$ cat config.mk
export PLATFORM = sky130hd
export DESIGN_NAME = matmul_loader
export DESIGN_NICKNAME = d
export VERILOG_FILES = /design/src/rtl/matmul_pkg.sv /design/src/rtl/matmul_loader_byte_packer.sv /design/src/rtl/matmul_loader.sv
export SDC_FILE = /design/constraint.sdc
export NUM_CORES = 1
export LEC_CHECK = 0
export CORE_AREA = 2 2 105 107
export CTS_CLUSTER_DIAMETER = 120
export DETAILED_ROUTE_END_ITERATION = 12
export DIE_AREA = 0 0 107 109
export GPL_ROUTABILITY_DRIVEN = 0
export PLACE_DENSITY = 0.74
export SETUP_SLACK_MARGIN = 0.1
export SLEW_MARGIN = 10
export SYNTH_ARGS = -nofsm -noshare
export SYNTH_HDL_FRONTEND = slang
export SYNTH_HIERARCHICAL = 1
export SYNTH_SLANG_ARGS = --single-unit
$ cat constraint.sdc
create_clock -name clk -period 3.96 [get_ports clk]
set_input_delay 0.594 -clock clk [delete_from_list [all_inputs] [get_ports clk]]
set_output_delay 0.594 -clock clk [all_outputs]
set_load 0.005 [all_outputs]
$ cat src/rtl/matmul_pkg.sv
// Shared constants and FSM state type for the 4x4 matmul/pooling engine and its loader.
//   ADDR_W / DATA_W : RAM address and word widths
//   A_BASE          : A matrix, row-major, 4 words
//   B_BASE          : B matrix, column-major, 4 words
//   C_BASE          : pooled result word {P11,P10,P01,P00}
package matmul_pkg;

    localparam int unsigned ADDR_W = 10;
    localparam int unsigned DATA_W = 32;

    localparam logic [ADDR_W-1:0] A_BASE = 10'h000;
    localparam logic [ADDR_W-1:0] B_BASE = 10'h100;
    localparam logic [ADDR_W-1:0] C_BASE = 10'h200;

    typedef enum logic [3:0] {
        StIdle,
        StLoad,
        StKick,
        StWaitBusy,
        StWaitDone,
        StSettle,
        StReadC,
        StCapture,
        StOut,
        StError
    } state_e;

endpackage

$ cat src/rtl/matmul_loader_byte_packer.sv
// Assembles four bytes into one 32-bit word, first byte in the LSB lane.
//   clk, rstn      : clock, asynchronous active-low reset
//   byte_valid_i   : a byte is being accepted this cycle
//   lane_i         : byte position within the word (0 = bits 7:0)
//   byte_i         : byte value
//   word_valid_o   : one-cycle pulse, the cycle after lane 3 is accepted
//   word_o         : completed word while word_valid_o is high, zero otherwise
module matmul_loader_byte_packer
    import matmul_pkg::*;
(
    input  logic              clk,
    input  logic              rstn,
    input  logic              byte_valid_i,
    input  logic [1:0]        lane_i,
    input  logic [7:0]        byte_i,
    output logic              word_valid_o,
    output logic [DATA_W-1:0] word_o
);

    logic [23:0]       partial_q;
    logic              word_valid_q;
    logic [DATA_W-1:0] word_q;

    always_ff @(posedge clk or negedge rstn) begin
        if (!rstn) begin
            partial_q    <= '0;
            word_valid_q <= 1'b0;
            word_q       <= '0;
        end else begin
            // Word output is zero outside the pulse so it can feed the shared RAM OR-mux directly.
            word_valid_q <= 1'b0;
            word_q       <= '0;
            if (byte_valid_i) begin
                unique case (lane_i)
                    2'd0: partial_q[7:0]   <= byte_i;
                    2'd1: partial_q[15:8]  <= byte_i;
                    2'd2: partial_q[23:16] <= byte_i;
                    2'd3: begin
                        word_valid_q <= 1'b1;
                        word_q       <= {byte_i, partial_q};
                    end
                endcase
            end
        end
    end

    assign word_valid_o = word_valid_q;
    assign word_o       = word_q;

endmodule

$ cat src/rtl/matmul_loader.sv
// Feeder/sequencer for the 4x4 matmul/pooling engine. Takes a 32-byte job over a byte stream,
// writes A rows to A_BASE..+3 and B columns to B_BASE..+3, kicks the engine, waits for it to
// finish, reads the pooled word at C_BASE and offers it on a valid/ready result port.
// All mem_* outputs are zero when idle so they can be OR-muxed with the engine's RAM port.
//   clk, rstn                          : clock, asynchronous active-low reset
//   s_valid, s_ready, s_data           : input byte stream
//   mem_write_en, mem_read_en          : RAM strobes
//   mem_addr, mem_wdata, mem_rdata     : RAM address / write data / read data (1-cycle latency)
//   mm_kick_start, mm_ready            : engine start pulse / engine idle flag
//   m_valid, m_ready, m_data           : result port
//   busy                               : first byte accepted until result accepted
//   err                                : watchdog expired
// Optional: define MATMUL_LOADER_TIMEOUT_EN to enable a watchdog on the engine wait (ERROR state).
module matmul_loader
    import matmul_pkg::*;
#(
    parameter int unsigned SETTLE_CYC  = 2,
    parameter int unsigned TIMEOUT_CYC = 1024
) (
    input  logic              clk,
    input  logic              rstn,
    input  logic              s_valid,
    output logic              s_ready,
    input  logic [7:0]        s_data,
    output logic              mem_write_en,
    output logic              mem_read_en,
    output logic [ADDR_W-1:0] mem_addr,
    output logic [DATA_W-1:0] mem_wdata,
    input  logic [DATA_W-1:0] mem_rdata,
    output logic              mm_kick_start,
    input  logic              mm_ready,
    output logic              m_valid,
    input  logic              m_ready,
    output logic [DATA_W-1:0] m_data,
    output logic              busy,
    output logic              err
);

    localparam logic [7:0] SettleLast = 8'(SETTLE_CYC - 1);

    state_e            state_q;
    logic [4:0]        cnt_q;
    logic [7:0]        settle_q;
    logic              s_ready_q;
    logic              busy_q;
    logic              kick_q;
    logic              read_en_q;
    logic              m_valid_q;
    logic [ADDR_W-1:0] addr_q;
    logic [DATA_W-1:0] m_data_q;

    logic              s_xfer;
    logic              pk_valid;
    logic [DATA_W-1:0] pk_word;

    assign s_xfer = s_valid & s_ready_q;

`ifdef MATMUL_LOADER_TIMEOUT_EN
    localparam logic [15:0] WdLast = 16'(TIMEOUT_CYC - 1);
    logic [15:0] wd_q;
    logic        err_q;
`endif

    matmul_loader_byte_packer u_packer (
        .clk          (clk),
        .rstn         (rstn),
        .byte_valid_i (s_xfer),
        .lane_i       (cnt_q[1:0]),
        .byte_i       (s_data),
        .word_valid_o (pk_valid),
        .word_o       (pk_word)
    );

    always_ff @(posedge clk or negedge rstn) begin
        if (!rstn) begin
            state_q   <= StIdle;
            cnt_q     <= '0;
            settle_q  <= '0;
            s_ready_q <= 1'b0;
            busy_q    <= 1'b0;
            kick_q    <= 1'b0;
            read_en_q <= 1'b0;
            m_valid_q <= 1'b0;
            addr_q    <= '0;
            m_data_q  <= '0;
`ifdef MATMUL_LOADER_TIMEOUT_EN
            wd_q      <= '0;
            err_q     <= 1'b0;
`endif
        end else begin
            kick_q    <= 1'b0;
            read_en_q <= 1'b0;
            addr_q    <= '0;
            case (state_q)
                StIdle, StLoad: begin
                    s_ready_q <= 1'b1;
                    if (s_xfer) begin
                        cnt_q   <= cnt_q + 5'd1;
                        busy_q  <= 1'b1;
                        state_q <= StLoad;
                        // Address lines up with the packer's word pulse on the next cycle.
                        if (cnt_q[1:0] == 2'd3) begin
                            addr_q <= (cnt_q[4] ? B_BASE : A_BASE)
                                      + {{(ADDR_W-2){1'b0}}, cnt_q[3:2]};
                        end
                        if (cnt_q == 5'd31) begin
                            state_q   <= StKick;
                            s_ready_q <= 1'b0;
                        end
                    end
                end
                StKick: begin
                    if (mm_ready) begin
                        kick_q  <= 1'b1;
                        state_q <= StWaitBusy;
`ifdef MATMUL_LOADER_TIMEOUT_EN
                        wd_q    <= '0;
`endif
                    end
                end
                StWaitBusy: begin
                    if (!mm_ready) state_q <= StWaitDone;
                end
                StWaitDone: begin
                    if (mm_ready) begin
                        state_q  <= StSettle;
                        settle_q <= '0;
                    end
                end
                StSettle: begin
                    if (settle_q == SettleLast) begin
                        state_q   <= StReadC;
                        read_en_q <= 1'b1;
                        addr_q    <= C_BASE;
                    end else begin
                        settle_q <= settle_q + 8'd1;
                    end
                end
                StReadC: state_q <= StCapture;
                StCapture: begin
                    m_data_q  <= mem_rdata;
                    m_valid_q <= 1'b1;
                    state_q   <= StOut;
                end
                StOut: begin
                    if (m_ready) begin
                        m_valid_q <= 1'b0;
                        m_data_q  <= '0;
                        busy_q    <= 1'b0;
                        cnt_q     <= '0;
                        s_ready_q <= 1'b1;
                        state_q   <= StIdle;
                    end
                end
`ifdef MATMUL_LOADER_TIMEOUT_EN
                StError: begin
                    // Terminal until reset.
                    s_ready_q <= 1'b0;
                    m_valid_q <= 1'b0;
                    busy_q    <= 1'b1;
                end
`endif
                default: state_q <= StIdle;
            endcase
`ifdef MATMUL_LOADER_TIMEOUT_EN
            // Overrides the normal wait transitions when the limit is hit.
            if (state_q == StWaitBusy || state_q == StWaitDone) begin
                if (wd_q == WdLast) begin
                    state_q <= StError;
                    err_q   <= 1'b1;
                end else begin
                    wd_q <= wd_q + 16'd1;
                end
            end
`endif
        end
    end

    assign s_ready       = s_ready_q;
    assign mem_write_en  = pk_valid;
    assign mem_wdata     = pk_word;
    assign mem_read_en   = read_en_q;
    assign mem_addr      = addr_q;
    assign mm_kick_start = kick_q;
    assign m_valid       = m_valid_q;
    assign m_data        = m_data_q;
    assign busy          = busy_q;

`ifdef MATMUL_LOADER_TIMEOUT_EN
    assign err = err_q;
`else
    logic unused_timeout;
    assign unused_timeout = ^TIMEOUT_CYC;
    assign err = 1'b0;
`endif

endmodule

==> results of run 1 <==
-- worst register-to-register path, cell delays in order (launching register included) --
cell                      delay (ns)
sky130_fd_sc_hd__dfrtp_1        0.61
sky130_fd_sc_hd__nor4b_4        0.49
sky130_fd_sc_hd__nand2_1        0.75
sky130_fd_sc_hd__nand3_1        0.34
sky130_fd_sc_hd__nand2_1        0.08
-- placed cells by master (no fill, tap or decap), types with 4 or more instances in the layout --
| cell | count |
|---|---|
| sky130_fd_sc_hd__clkdlybuf4s50_1 | 117 |
| sky130_fd_sc_hd__dfrtp_1 | 114 |
| sky130_fd_sc_hd__nand2_1 | 76 |
| sky130_fd_sc_hd__nand3_1 | 38 |
| sky130_fd_sc_hd__and2_1 | 35 |
| sky130_fd_sc_hd__mux2_2 | 25 |
| sky130_fd_sc_hd__clkbuf_16 | 16 |
| sky130_fd_sc_hd__o21ai_0 | 12 |
| sky130_fd_sc_hd__nor2_1 | 11 |
| sky130_fd_sc_hd__conb_1 | 7 |
| sky130_fd_sc_hd__and3_1 | 6 |
| sky130_fd_sc_hd__a21oi_1 | 5 |
| sky130_fd_sc_hd__ha_1 | 5 |
| sky130_fd_sc_hd__nor3_1 | 4 |
| sky130_fd_sc_hd__a31oi_1 | 4 |
| sky130_fd_sc_hd__clkinvlp_4 | 4 |
| sky130_fd_sc_hd__inv_6 | 4 |
| sky130_fd_sc_hd__buf_4 | 4 |
-- report_power, final --
part,switching (mW),internal [mW]
clock network,0.543,0.966
logic,0.452,0.642
registers,0.286,1.52
-- path summary, 6_finish.rpt --
check / end / slack (ns) / cells past startpoint
setup / recovery: m_data[19] / 1.58 / 4
hold / removal: u_packer/word_o[17] / 0.15 / 1
setup reg to reg: m_data[19] / 1.58 / 4
hold reg to reg: u_packer/word_o[9] / 0.47 / 1
max in group asynchronous: s_ready / 2.92 / 2
min in group clk: u_packer/word_o[9] / 0.47 / 1
-- logic make-up (layout without fill, tap and decap cells) --
logic type / Yosys count / count (layout) / share of synthesized area
AO/OA/AOI/OAI: 34 / 34 / 0.0467
buffers and inverters: 33 / 156 / 0.0383
other: 1 / 7 / 0.000813
AND/OR/NAND/NOR: 188 / 188 / 0.213
XOR/XNOR: 2 / 2 / 0.00380
multiplexers: 27 / 27 / 0.0654
flip-flops: 114 / 114 / 0.619
adder cells (fa/ha/maj): 5 / 5 / 0.0136
-- routing by layer --
layer  wire (um)  global-route usage
met3         729              0.0795
met4          30              0.0473
met1        4280               0.230
met5           0                   0
met2        4580               0.271
-- registers in the layout, indices dropped and copies added (netlist names), 4 cells and up --
register            cells
m_data                 32
state_q                 4
mem_addr                4
cnt_q                   5
settle_q                8
u_packer/word_o        32
u_packer/partial_q     24
-- synth_stat cells, types with 2 or more instances --
cell type / number / area share
sky130_fd_sc_hd__dfrtp_1: 114 / 0.62
sky130_fd_sc_hd__nand2_1: 76 / 0.062
sky130_fd_sc_hd__nand3_1: 38 / 0.041
sky130_fd_sc_hd__and2_1: 35 / 0.047
sky130_fd_sc_hd__mux2_2: 25 / 0.061
sky130_fd_sc_hd__buf_2: 12 / 0.013
sky130_fd_sc_hd__o21ai_0: 12 / 0.013
sky130_fd_sc_hd__nor2_1: 11 / 0.0090
sky130_fd_sc_hd__clkbuf_1: 9 / 0.0073
sky130_fd_sc_hd__buf_4: 8 / 0.013
sky130_fd_sc_hd__and3_1: 6 / 0.0081
sky130_fd_sc_hd__a21oi_1: 5 / 0.0054
sky130_fd_sc_hd__ha_1: 5 / 0.014
sky130_fd_sc_hd__a31oi_1: 4 / 0.0054
sky130_fd_sc_hd__nor3_1: 4 / 0.0043
sky130_fd_sc_hd__a22o_1: 3 / 0.0057
sky130_fd_sc_hd__inv_1: 3 / 0.0024
sky130_fd_sc_hd__a21oi_2: 2 / 0.0038
sky130_fd_sc_hd__mux2i_1: 2 / 0.0043
sky130_fd_sc_hd__nand2b_1: 2 / 0.0027
sky130_fd_sc_hd__nand3b_2: 2 / 0.0049
sky130_fd_sc_hd__o211ai_1: 2 / 0.0033
-- cell type report --
type	count	area (um2)	area share
Clock buffer	18	418	0.0649
Clock inverter	14	178	0.0276
Inverter	3	11.3	0.00175
Multi-Input combinational cell	263	1600	0.249
Sequential cell	114	2850	0.443
Tap cell	140	175	0.0272
Timing Repair Buffer	121	1200	0.187
==> qor.csv, run 1 <==
stage;metric;value;unit
drt;detail_route.wirelength;9620;um
worst_setup_path;worst_path_most_repeated_cell;sky130_fd_sc_hd__nand2_1;
clock_tree;htree_num_levels;4;
place;placed_cells;641;
clock_tree;cts.sink_count;114;
drt;route.detailed.drc;0;
worst_setup_path;cell_breakdown_of_the_critical_path;nor4b_4 -> nand2_1 -> nand3_1 -> nand2_1;
sta;timing.max_slew.rel_slack;0.231;
worst_setup_path;crit_path_top_delay_cell;sky130_fd_sc_hd__nand2_1;
drt;route.detailed.wl_per_inst;14.3;um
clock_tree;cts_tree;done;
clock_tree;cts_repair_resize_count;0;
power_and_ir_drop;vdd_drop_max;0.358;mV
sta;fin_worst_hold_slack;0.149;ns
floorplan;die_area;0.0117;mm2
sta;hold_viol;0;
worst_setup_path;required;4.34;ns
sta;layout_min_cycle_time;2.38;ns
cells_and_area;drive_above_1_share;0.129;
power_and_ir_drop;power.total;4.41;mW
run_status;outcome;finished clean;
place;postPlaceCellArea;0.00584;mm2
grt;grt_max_degree;57;
drt;drt_pre_antenna_iters;4;
clock_tree;ctsHoldBuffers;0;
grt;grt_antenna_before_repair;0;
clock_tree;clk_latency;0.50;ns
clock_tree;post_cts.repair.setup_buffers;0;
worst_hold_path;min-delay-path-class;primary input to asynchronous set/reset pin;
floorplan;floorplan.initialDensity;0.435;
yosys;ys_warn_count;6;
power_and_ir_drop;power-per-cell-area;684;mW/mm2
sta;final-setup-viol-count;0;
worst_setup_path;regToRegStartpoint;state_q[0];
worst_setup_path;setup.worst_path.end_class;register;
yosys;synthCells;404;
sta;slew_viol_final;0;
sta;timing.final.crit_share;0.600;
floorplan;die_w;107;um
grt;grt_pass1_vias;3197;
worst_setup_path;path_class;register to register;
sta;post-route-worst-setup-slack;1.58;ns
sta;fin_worst_skew;0.0116;ns
clock_tree;cts.reportedPaths.clkPinSlew;0.06;ns
yosys;yosys_register_bits;114;
yosys;number_of_flops_mapped_to_enable_cells_by_yosys;0;
yosys;synth_seq_area_share;0.619;
floorplan;core_region_area;0.0106;mm2
worst_setup_path;cp_data_arrival_time;2.76;ns
cells_and_area;final_cells;673;
yosys;ys_dominant_reg_cell;sky130_fd_sc_hd__dfrtp_1;
floorplan;pin_count;126;
worst_setup_path;critical_path.max_fanout;34;
worst_setup_path;crit_family;simple AND/OR/NAND/NOR gates;
clock_tree;clk_path_buf_depth;2;
grt;grt_util_all_layers;0.177;
place;detailed_place_hpwl;6430;um
worst_setup_path;timing.critical_path.buf_inv;0;
grt;grt-ovfl-total;0;
worst_setup_path;cp-startpoint;state_q[0];
place;portBuffers;118;
drt;route.vias.total;3293;
cells_and_area;syn2layout_area_growth;39.7;%
sta;setup_repair_after_global_routing_missed_its_margin;false;
drt;detail-route-antenna-nets;0;
cells_and_area;final_nets;570;
sta;max_freq;421;MHz
drt;via_per_inst;4.89;
drt;detailedRoute.firstIterationViolations;154;
run;max_cap_viol_count;0;
cells_and_area;final_core_util;0.607;
yosys;synth-async-reset-ratio;1.00;
cells_and_area;fillers;879;
cells_and_area;number_of_diodes_added_for_antenna_fixing;0;
yosys;synthesis.area_per_instance;11.4;um2
floorplan;placementRows;38;
power_and_ir_drop;p_leak;2.97;nW
place;dp_worst_setup_slack;1.47;ns
yosys;synth.cell_area;0.00461;mm2
clock_tree;numCtsBuffers;17;
worst_setup_path;slowest_delay;0.75;ns
worst_setup_path;critical_path_source_type;register;
floorplan;die_height;109;um
yosys;yosys.cell_types.count;46;
sta;final_total_negative_setup_slack;0;ns
clock_tree;root_buffer;sky130_fd_sc_hd__clkbuf_8;
sta;worstMarginPinSlew;1.15;ns
grt;grt_first_pass_wirelength;16000;um
cells_and_area;final_design_area_no_fill;0.00644;mm2
(Power assumes the default switching activity.)
==> inputs of run 2 (changes only) <==
--- a/config.mk
+++ b/config.mk
@@ -5,10 +5,10 @@
 export SDC_FILE = /design/constraint.sdc
 export NUM_CORES = 1
 export LEC_CHECK = 0
-export CORE_AREA = 2 2 105 107
+export CORE_AREA = 2 2 107 109
 export CTS_CLUSTER_DIAMETER = 120
 export DETAILED_ROUTE_END_ITERATION = 12
-export DIE_AREA = 0 0 107 109
+export DIE_AREA = 0 0 109 111
 export GPL_ROUTABILITY_DRIVEN = 0
 export PLACE_DENSITY = 0.74
 export SETUP_SLACK_MARGIN = 0.1
==> constraint.sdc (replaced) <==
create_clock -name clk -period 1.9 [get_ports clk]
set_input_delay 0.285 -clock clk [delete_from_list [all_inputs] [get_ports clk]]
set_output_delay 0.285 -clock clk [all_outputs]
set_load 0.005 [all_outputs]
==> qor.csv, run 2 (synthesis results as in run 1) <==
stage;metric;value;unit;change
clock_tree;cts.sink_count;114;;unchanged
place;placed_cells;659;;+2.8%
drt;drt_pre_antenna_iters;4;;unchanged
worst_setup_path;path_class;register to register;;
sta;slew_viol_final;0;;unchanged
grt;grt_max_degree;39;;-32%
cells_and_area;final_cells;692;;+2.8%
worst_setup_path;rr_worst_depth;4;;unchanged
floorplan;placementRows;39;;+2.6%
drt;via_per_inst;4.88;;-0.26%
cells_and_area;final_core_util;0.596;;-0.0110
power_and_ir_drop;p_leak;3.07;nW;+3.2%
drt;detail-route-antenna-nets;0;;unchanged
power_and_ir_drop;seq_power_share;0.392;;-0.017
power_and_ir_drop;internal_power;6.62;mW;+110%
worst_setup_path;setup.worst_path.end_class;register;;
floorplan;core_region_area;0.0111;mm2;+4.5%
worst_setup_path;worst_setup_path_endpoint;state_q[1];;
sta;final-setup-viol-count;0;;unchanged
worst_setup_path;slowest_delay;0.59;ns;-0.16 ns
worst_setup_path;crit_cells;4;;unchanged
cells_and_area;number_of_diodes_added_for_antenna_fixing;0;;unchanged
worst_setup_path;critical_path.reg2reg.endpoint;state_q[1];;
cells_and_area;fillers;892;;+1.5%
worst_setup_path;cp_data_arrival_time;1.99;ns;-0.77 ns
run_status;outcome;finished clean;;
sta;fin_worst_hold_slack;0.294;ns;+0.145 ns
sta;fin_worst_skew;0.00683;ns;-0.00482 ns
cells_and_area;final_nets;586;;+2.8%
clock_tree;clk_latency;0.40;ns;-0.10 ns
grt;grt-ovfl-total;0;;unchanged
cells_and_area;final_design_area_no_fill;0.00661;mm2;+2.6%
drt;route.detailed.wl_per_inst;14.3;um;+0.33%
clock_tree;root_buffer;sky130_fd_sc_hd__clkbuf_16;;
grt;grt_first_pass_wirelength;16900;um;+5.9%
worst_setup_path;crit_path_top_delay_cell;sky130_fd_sc_hd__or4b_4;;
floorplan;die_height;111;um;+1.8%
sta;max_freq;586;MHz;+39%
floorplan;die_area;0.0121;mm2;+3.7%
worst_setup_path;ff2ff_setup_slack;0.19;ns;-1.39 ns
sta;final_total_negative_setup_slack;0;ns;unchanged
clock_tree;post_cts.repair.setup_buffers;0;;unchanged
sta;layout_min_cycle_time;1.71;ns;-0.668 ns
cells_and_area;drive_above_1_share;0.158;;+0.0290
worst_setup_path;regToRegStartpoint;state_q[0];;
power_and_ir_drop;power.total;9.36;mW;+110%
clock_tree;htree_num_levels;4;;unchanged
run;max_cap_viol_count;0;;unchanged
worst_hold_path;min-delay-path-class;primary input to asynchronous set/reset pin;;
cells_and_area;syn2layout_area_growth;43.3;%;
sta;hold_viol;0;;unchanged
grt;grt_antenna_before_repair;0;;unchanged
worst_setup_path;cp-startpoint;state_q[0];;
worst_setup_path;crit_family;simple AND/OR/NAND/NOR gates;;
floorplan;floorplan.initialDensity;0.416;;-0.0186
worst_setup_path;cell_breakdown_of_the_critical_path;or4b_4 -> a21oi_2 -> nor2_1 -> a31o_1;;
power_and_ir_drop;share_comb_of_total_power;0.275;;+0.027
power_and_ir_drop;total_switching_power;2.73;mW;+110%
place;dp_worst_setup_slack;0.0567;ns;-1.41 ns
clock_tree;cts_tree;done;;
worst_setup_path;timing.critical_path.buf_inv;0;;unchanged
clock_tree;clk_path_buf_depth;2;;unchanged
grt;grt_pass1_vias;3499;;+9.4%
cells_and_area;layout_common_cells;sky130_fd_sc_hd__clkdlybuf4s50_1, sky130_fd_sc_hd__dfrtp_1, sky130_fd_sc_hd__nand2_1, sky130_fd_sc_hd__nand3_1, sky130_fd_sc_hd__and2_1;;
floorplan;die_w;109;um;+1.9%
power_and_ir_drop;clock_power_share;0.332;;-0.010
sta;timing.final.crit_share;0.899;;+0.299
place;postPlaceCellArea;0.00600;mm2;+2.6%
power_and_ir_drop;switching_share;0.292;;+0.00129
floorplan;pin_count;126;;unchanged
drt;route.detailed.drc;0;;unchanged
drt;route.vias.total;3377;;+2.6%
drt;detailedRoute.firstIterationViolations;172;;+12%
grt;grt_util_all_layers;0.179;;+0.00211
drt;detail_route.wirelength;9930;um;+3.2%
place;detailed_place_hpwl;7000;um;+8.9%
cells_and_area;final_common_cell;sky130_fd_sc_hd__clkdlybuf4s50_1;;
sta;post-route-worst-setup-slack;0.193;ns;-1.39 ns
power_and_ir_drop;vdd_drop_max;0.737;mV;+110%
clock_tree;cts.reportedPaths.clkPinSlew;0.06;ns;about the same
worst_setup_path;critical_path_source_type;register;;
sta;setup_repair_after_global_routing_missed_its_margin;false;;
clock_tree;numCtsBuffers;17;;unchanged
power_and_ir_drop;power-per-cell-area;1420;mW/mm2;+110%
worst_setup_path;required;2.18;ns;-2.16 ns
place;portBuffers;118;;unchanged
worst_setup_path;critical_path.max_fanout;9;;-74%
-- run 2: changes by cell type in the layout (fill, tap and decap cells not counted) --
cell / previous run / this run
sky130_fd_sc_hd__and2_1: 35 / 34
sky130_fd_sc_hd__and2_2: 0 / 1
sky130_fd_sc_hd__buf_12: 0 / 3
sky130_fd_sc_hd__buf_4: 4 / 16
sky130_fd_sc_hd__bufinv_16: 3 / 2
sky130_fd_sc_hd__clkbuf_1: 1 / 0
sky130_fd_sc_hd__clkbuf_16: 16 / 17
sky130_fd_sc_hd__clkinv_2: 1 / 2
sky130_fd_sc_hd__dlygate4sd3_1: 0 / 1
sky130_fd_sc_hd__nand4bb_1: 1 / 0
sky130_fd_sc_hd__nand4bb_2: 0 / 1
-- run 2: layer usage --
metal	vias to the layer above	global-route usage	routed length (um)
met4	0	0.0547	93
met2	104	0.281	4790
met3	9	0.0741	728
met5	-	0	0
li1	1618	-	-
met1	1646	0.225	4310
-- run 2: repair_timing --
item	CTS	global route
resized for setup	0	2
hold endpoints to repair	16	0
endpoints found under the setup margin	0	3
hold buffers	1	0
-- run 2: cell type report --
cell class,count,area (um2),area share
clock buffer,18,439,0.0665
tap,143,179,0.0271
inverter,3,11.3,0.00170
sequential,114,2850,0.432
timing repair buffer,137,1360,0.206
multi-input combinational,263,1610,0.244
clock inverter,14,153,0.0231
-- run 2: how the worst min path moves through the flow --
stage / cells after the start / slack [ns] / from / to
2_1_floorplan: 0 / -0.01 / rstn / busy
5_1_grt: 2 / 0.31 / rstn / u_packer/word_o[30]
3_5_place_dp: 1 / 0.17 / rstn / m_data[13]
3_3_place_gp: 1 / 0.17 / rstn / m_data[13]
6_report: 2 / 0.29 / rstn / m_data[13]
4_1_cts: 2 / 0.29 / rstn / m_data[13]
-- run 2: power by group through the flow --
stage	clock network, mW	registers [mW]	logic [mW]
finish	3.11	3.67	2.58
global route	3.31	3.78	2.85
CTS	3.18	3.67	2.59
detailed placement	0	3.69	2.58
global placement	0	3.66	2.46
floorplan	0	3.58	1.42
-- run 2: worst register-to-register path, delay by kind of cell (launching register included) --
kind | cells | cell delay, ns
compound gates | 2 | 0.41
flops | 1 | 0.51
simple gates | 2 | 0.67
==> RTL change, RTL diff (flow settings as in run 2) <==
Set the package constant `ADDR_W` to 11 (it was 10).
--- a/src/rtl/matmul_pkg.sv
+++ b/src/rtl/matmul_pkg.sv
@@ -5,7 +5,7 @@
 //   C_BASE          : pooled result word {P11,P10,P01,P00}
 package matmul_pkg;
 
-    localparam int unsigned ADDR_W = 10;
+    localparam int unsigned ADDR_W = 11;
     localparam int unsigned DATA_W = 32;
 
     localparam logic [ADDR_W-1:0] A_BASE = 10'h000;
Interface: changed (resized mem_addr); port bits go from 126 to 127. No check against the original RTL was run, so the function may have changed too.
==> RTL change against run 2 <==
Critical path depth grew 2; total power is 0.36% higher; sequential share of layout area decreased by 0.13 points; synthesized area grew 0.16%; via count is 0.65% lower; worst hold slack worse by 0.021 ns; worst setup slack improved by 0.063 ns; cell area increased by 0.30%; final cell count increased by 0.14%; routed wire length is 2.1% lower; sequential cell count did not move; largest power group unchanged.
==> RTL change: results (changes against run 2) <==
CTS resizes 0 (unchanged); CTS HTree Levels 4 (unchanged); crit path DAT 1.93 ns (-0.06 ns); CTS Hold Bufs 1 (unchanged); CP max stage delay 0.45 ns (-0.14 ns); initial antenna violation count 0 (unchanged); clock buffer depth 2 (unchanged); Peak VDD IR 665.2 uV (-9.7%); Post-CTS Setup Inserts 0 (unchanged); vias in the first global route 3511 (+0.34%); placed cells 661 (+0.30%); post-synthesis sequential area ratio 61.77% (-0.10 points); CTS root buf clkbuf_16; nets@finish 588 (+0.34%); fillers 947 (+6.2%); Synth Warn # 6 (unchanged); global-route wire length before repair 16.68 mm (-1.3%); Port Buffers 118 (unchanged); Non-Filler Instances 693 (+0.14%); Final Slew Violations 0 (unchanged); Post-synth ARST share 100.0% (unchanged); DP Wirelength 6.569 mm (-6.2%); worst-skew pair later-pin latency 0.40 ns (about the same); worst-path fanout max 34 (+25); Tightest Hold Check Type input port to asynchronous set/reset pin; Avg Inst Size Synth 11.40 um2 (about the same); Post-synth top cells 114 x dfrtp_1, 76 x nand2_1, 38 x nand3_1; CP max stage cell dfrtp_1; Yosys cell types 46 (unchanged); top cells by area, synth dfrtp_1 62%, nand2_1 6.2%, mux2_2 6.1%; Most used DFF post-synth dfrtp_1; DR pass1 iterations 4 (unchanged); Worst-path clk slew 0.06 ns (about the same); largest net degree at the start of global routing 77 (+97%); pwr dens 1417 nW/um2 (about the same); share of cells above drive strength 1 15.45% (-0.39 points); cts bufs inserted 17 (unchanged); Via density 4.841 (-0.79%); diode count 0 (unchanged); Leak 3.082 nW (+0.50%); routed len/inst 14.02 um (-2.3%); Max Clock Skew 0.006447 ns (-0.0003806 ns); Setup Slack @ Placement 0.02452 ns (-0.03219 ns); dpl cell area 6010 um2 (+0.19%); status finished, final reports clean; First DRT Iteration DRCs 131 (-24%); Tot GR Track Use 17.77% (-0.14 points)
==> RTL change: cell types whose count changed after synthesis, sizes merged <==
cell  change
buf       +1
==> RTL change: layer usage <==
layer / track usage, % / vias to the layer above / routed length [um]
li1: - / 1611 / -
met4: 6.923 / 0 / 163
met2: 26.63 / 122 / 4464
met3: 7.231 / 20 / 830
met5: 0 / - / 0
met1: 22.92 / 1602 / 4255
==> RTL change: final cells by class <==
class	instances	area share (%)
inverters	3	0.1699
repair buffers	138	20.66
clock buffers	21	7.251
clock inverters	10	1.907
well taps	143	2.700
flip-flops and latches	114	43.05
multi-input cells	264	24.26
==> RTL change: critical path, delay by kind of cell, from the launching register on <==
kind / cells / cell delay [ns]
flip-flops: 1 / 0.45
buffers and inverters: 2 / 0.47
AND/OR/NAND/NOR: 4 / 0.61
==> RTL change: cells by family after synthesis <==
group	after synthesis	synth area share, %
AND/OR/NAND/NOR	188	21.24
flip-flops	114	61.77
AO/OA/AOI/OAI	34	4.660
buffers and inverters	34	3.983
multiplexers	27	6.529
adder cells (fa/ha/maj)	5	1.355
XOR/XNOR	2	0.3794
other	1	0.08120
==> RTL change: worst paths after layout <==
kind	startpoint	cells past startpoint	to	slack [ns]
setup reg to reg	state_q[1]	6	m_data[7]	0.26
max in group asynchronous	rstn	3	u_packer/partial_q[20]	1.00
hold reg to reg	settle_q[7]	1	settle_q[7]	0.47
min in group clk	mem_rdata[15]	3	m_data[15]	0.41
hold / removal	rstn	2	m_data[13]	0.27
setup / recovery	state_q[1]	6	m_data[7]	0.26
==> RTL change: where the power goes <==
group	switching, mW	internal, mW
Clock	1.10	2.07
Sequential	0.478	3.17
Combinational	1.09	1.49
